**src/rtl/gene_ticks.sv**
```systemverilog
// gene_ticks: timebase generator for the digital clock.
// Produces a 50 % seconds square wave, a one-cycle seconds tick,
// a 2x blink wave locked to the seconds wave, and a free-running scan tick.
// The seconds domain supports pause (en), phase restart (resync) and
// an accelerated mode (fast). The scan domain ignores all three.
module gene_ticks #(
    parameter int CLK_FREQ = 100000000,
    parameter int SCAN_HZ  = 1000,
    parameter int FAST_DIV = 1000,
    parameter int CNT_W    = 27,
    parameter int SCAN_W   = 17
) (
    input  logic clk_100mhz,
    input  logic rst_100mhz,
    input  logic en,
    input  logic fast,
    input  logic resync,
    output logic out_1hz,
    output logic tick_1hz,
    output logic blink_2hz,
    output logic tick_scan
);

    // Terminal counts for the seconds phase in both speeds, and for the scan divider.
    localparam logic [CNT_W-1:0]  HALF_SLOW_M1 = CNT_W'(CLK_FREQ / 2 - 1);
    localparam logic [CNT_W-1:0]  HALF_FAST_M1 = CNT_W'(CLK_FREQ / (2 * FAST_DIV) - 1);
    localparam logic [CNT_W-1:0]  Q_SLOW_M1    = CNT_W'(CLK_FREQ / 4 - 1);
    localparam logic [CNT_W-1:0]  Q_FAST_M1    = CNT_W'(CLK_FREQ / (4 * FAST_DIV) - 1);
    localparam logic [SCAN_W-1:0] SCAN_LAST    = SCAN_W'(CLK_FREQ / SCAN_HZ - 1);

    logic [CNT_W-1:0]  cnt_reg;
    logic [SCAN_W-1:0] scan_cnt_reg;
    logic [CNT_W-1:0]  half_m1;
    logic [CNT_W-1:0]  q_m1;

    // Active period limits follow the fast input combinationally, so a speed
    // change takes effect on the very next edge.
    always_comb begin
        half_m1 = fast ? HALF_FAST_M1 : HALF_SLOW_M1;
        q_m1    = fast ? Q_FAST_M1    : Q_SLOW_M1;
    end

    // Seconds phase counter with resync > pause > count priority.
    // The wrap test is >= so that a drop to the shorter fast period while the
    // counter is already beyond it wraps immediately instead of overrunning.
    always_ff @(posedge clk_100mhz or posedge rst_100mhz) begin
        if (rst_100mhz) begin
            cnt_reg   <= '0;
            out_1hz   <= 1'b0;
            tick_1hz  <= 1'b0;
            blink_2hz <= 1'b0;
        end else if (resync) begin
            cnt_reg   <= '0;
            out_1hz   <= 1'b0;
            tick_1hz  <= 1'b0;
            blink_2hz <= 1'b0;
        end else if (!en) begin
            tick_1hz  <= 1'b0;
        end else if (cnt_reg >= half_m1) begin
            cnt_reg   <= '0;
            out_1hz   <= ~out_1hz;
            blink_2hz <= ~blink_2hz;
            tick_1hz  <= ~out_1hz;
        end else if (cnt_reg == q_m1) begin
            cnt_reg   <= cnt_reg + CNT_W'(1);
            blink_2hz <= ~blink_2hz;
            tick_1hz  <= 1'b0;
        end else begin
            cnt_reg   <= cnt_reg + CNT_W'(1);
            tick_1hz  <= 1'b0;
        end
    end

    // Free-running scan divider; pulses on the wrap cycle only.
    always_ff @(posedge clk_100mhz or posedge rst_100mhz) begin
        if (rst_100mhz) begin
            scan_cnt_reg <= '0;
            tick_scan    <= 1'b0;
        end else if (scan_cnt_reg == SCAN_LAST) begin
            scan_cnt_reg <= '0;
            tick_scan    <= 1'b1;
        end else begin
            scan_cnt_reg <= scan_cnt_reg + SCAN_W'(1);
            tick_scan    <= 1'b0;
        end
    end

endmodule

```
**config.mk**
```make
export PLATFORM = sky130hd
export DESIGN_NAME = gene_ticks
export DESIGN_NICKNAME = d
export VERILOG_FILES = /design/src/rtl/gene_ticks.sv
export SDC_FILE = /design/constraint.sdc
export NUM_CORES = 1
export LEC_CHECK = 0
export ABC_AREA = 1
export BUFFER_PORTS_ARGS = -buffer_cell sky130_fd_sc_hd__buf_2
export CORE_UTILIZATION = 58
export CTS_BUF_LIST = sky130_fd_sc_hd__clkbuf_8
export CTS_CLUSTER_DIAMETER = 100
export CTS_CLUSTER_SIZE = 12
export DETAILED_ROUTE_END_ITERATION = 12
export HOLD_SLACK_MARGIN = 0.02
export PLACE_DENSITY = 0.75
export SLEW_MARGIN = 15
export SYNTH_ARGS = -nofsm -noshare
export SYNTH_HDL_FRONTEND = slang
export SYNTH_SLANG_ARGS = --single-unit
```
**constraint.sdc**
```tcl
create_clock -name clk_100mhz -period 3.83 [get_ports clk_100mhz]
set_input_delay 0.1915 -clock clk_100mhz [delete_from_list [all_inputs] [get_ports clk_100mhz]]
set_output_delay 0.1915 -clock clk_100mhz [all_outputs]
set_load 0.005 [all_outputs]
```
==> impl_metrics.yaml <==
worst_setup_path:
  arrival_ns: 2.33
  critical_path.most_common_cell: "nand2_1"
  cp-end-kind: "register"
  start_kind: "input pin"
  cp.required_ns: 4.03
  cp_top_family: "buffers and inverters"
  worst-path-buf-inv: 4
  slowest_stage: "ha_1"
  cp_max_fo: 20
  cpPeakStageDelay_ns: 0.42
  critical_path.cell_chain: "buf_2, clkinv_1, ha_1, nand2_1, inv_1, nand2_1, nor2_1, nand2_1, nand2_1, nand2_1, nand4_4, nand2_4, inv_6, nor2_1"
  crit_type: "input pin to register"
global_routing:
  grt_pass1_wl_um: 13400
  grt_max_degree: 49
  antenna_found_initial: 0
  grt_overflow_total: 0
  grt_usage: 0.282
  first_global_vias: 2798
sta:
  finClkSkew_ns: 0.00791
  fin_setup_tns_ns: 0
  final_hold_viol_count: 0
  setup_ws_ns: 1.70
  grt_setup_unrepaired: "false"
  period_share: 0.555
  finalSetupViolCount: 0
  drv_slew: 0
  layout_min_cycle_time_ns: 2.13
  worstMarginPinSlew_ns: 0.999
  slew-limit-headroom: 0.333
  max_freq_ghz: 0.470
cts:
  cts_buffers: 5
  clkSlewWorstSetupHoldPaths_ns: 0.09
  postCtsSetupRepairBufs: 0
  post_cts_resized: 0
  clk_latency_ns: 0.31
  ctsHoldBuffers: 0
  root_buffer: "clkbuf_8"
  cts_sinks: 48
  cts.path.max_buffers: 2
  cts_tree: "done"
  cts.htree.levels: 2
placed_design:
  place_congestion: 0.896
  dp_hpwl_um: 6080
  io_buffers: 8
  preCtsSetupSlack_ns: 1.36
yosys:
  synth_edf_count: 0
  synth-main-ff-cell: "dfrtp_1"
  ys_async_sr_fraction: 1.00
  syn_inst: 489
  ys_seq_area_frac: 0.349
  synth.ff_latch_count: 48
  synth_nets: 509
  yosysWarnings: 0
  synthesis.area_um2: 3440
  ys_types: 40
  syn_avg_cell_area_um2: 7.04
detailed_routing:
  drc: 0
  drtIter0Drc: 219
  vias: 3100
  wl_per_cell_um: 14.0
  final_antenna_net_count: 0
  viasPerCell: 5.46
  wirelength_um: 7940
  firstDrtPassIters: 5
floorplan:
  ios: 9
  design.core.area_um2: 5610
  die_h_um: 79.1
  die_w_um: 79.1
  rows: 27
  start_util: 0.614
  dieArea_um2: 6250
final_layout:
  final_net_count: 515
  final_layout_size_suffix_gt1_frac: 0.105
  multi_input_area_um2: 1910
  area_growth_pct: 4.98
  fill_cells: 527
  largest_reg_flops: 27
  regArea_um2: 1200
  diodes: 0
worst_hold_path:
  min_path_type: "input pin to async pin"
outcome:
  status: "finished, final reports clean"
run:
  max_cap_viol_count: 0
pwr:
  p_leak_nw: 1.75
  powerDensity_nw_per_um2: 263
  peakVddDrop_mv: 0.210
-- synth_stat cells (3+ instances only) --
cell | number | area, um^2
dfrtp_1 | 48 | 1200
ha_1 | 15 | 188
nor3_1 | 10 | 50.1
nor2_1 | 69 | 259
nand4_1 | 18 | 113
nor2_2 | 20 | 125
nand2_1 | 121 | 454
a21oi_1 | 13 | 65.1
xor2_1 | 21 | 184
nand2_2 | 3 | 18.8
buf_4 | 3 | 22.5
inv_1 | 64 | 240
nand3_1 | 39 | 195
o21ai_0 | 9 | 45.0
-- metal layers --
layer,track usage,vias up,part of all wire
met5,0,-,0
li1,-,1570,-
met1,0.423,1438,0.50
met3,0.0345,7,0.058
met4,0.0709,0,0.0096
met2,0.428,85,0.43
-- path summary, 6_finish.rpt --
check                      slack (ns)                       from                        end  cells after the start
min                              0.11                 rst_100mhz  scan_cnt_reg[2]$_DFF_PP0_                      2
min reg2reg                      0.48  scan_cnt_reg[0]$_DFF_PP0_  scan_cnt_reg[0]$_DFF_PP0_                      1
max in group asynchronous        3.10                 rst_100mhz    cnt_reg[18]$_DFFE_PP0P_                      2
max                              1.70                       fast    cnt_reg[17]$_DFFE_PP0P_                     14
max reg2reg                      1.72    cnt_reg[13]$_DFFE_PP0P_    cnt_reg[23]$_DFFE_PP0P_                     10
min in group clk_100mhz          0.17                     resync      blink_2hz$_DFFE_PP0P_                      4
-- worst register-to-register path: stages, from the launching register on --
cell and delay (ns):
dfrtp_1 0.48, ha_1 0.34, nand2_1 0.08, inv_1 0.03, nor3_1 0.35, nand2_1 0.11, nand2_1 0.15, nand3_1 0.20
nor2_1 0.16, nand3_1 0.08, nand2_1 0.08
-- per-stage QoR --
step | utilization | area (um^2) | hold WS [ns] | total power, mW | instances
final | 0.645 | 3620 | 0.113 | 0.952 | 568
after global placement | 0.625 | 3500 | 0.455 | 0.589 | 560
after CTS | 0.645 | 3620 | 0.156 | 0.962 | 568
after global routing | 0.645 | 3620 | 0.180 | 0.987 | 568
after floorplan | - | 3440 | 0.332 | 0.572 | 489
after detailed placement | 0.625 | 3500 | 0.460 | 0.590 | 560
-- final cells by class --
| class | instances | share of cell area |
|---|---|---|
| multi-input cells | 363 | 0.527 |
| flip-flops and latches | 48 | 0.332 |
| inverters | 68 | 0.0720 |
| well taps | 72 | 0.0249 |
| clock buffers | 5 | 0.0190 |
| repair buffers | 9 | 0.0131 |
| clock inverters | 3 | 0.0118 |
-- cell families after synthesis --
logic type               after synthesis  synth area share
AO/OA/AOI/OAI                         32            0.0527
XOR/XNOR                              23            0.0585
adder cells (fa/ha/maj)               15            0.0545
buffers and inverters                 78            0.0981
flip-flops                            48             0.349
AND/OR/NAND/NOR                      293             0.388
-- layout by cell type (no fill, tap or decap), drive strengths merged --
cell type,count
buf,9
ha,15
o31ai,1
o21bai,2
clkbuf,5
xnor2,2
a31o,1
and3,1
nor2,90
o21ai,11
nand3,41
a211oi,1
nor3,11
nand4,19
bufinv,1
o22ai,1
nor4,2
nor3b,2
clkinv,2
or2,1
and2,1
inv,67
a21oi,14
dfrtp,48
nand2,125
xor2,21
o21a,1
clkinvlp,1
-- where the power goes --
group | internal, mW | switching (mW) | leakage [nW]
clock | 0.193 | 0.180 | 0.0541
sequential | 0.510 | 0.00283 | 0.654
combinational | 0.0174 | 0.0490 | 1.04
total | 0.721 | 0.232 | 1.75
Note: power is estimated with default switching activity, not from simulation.
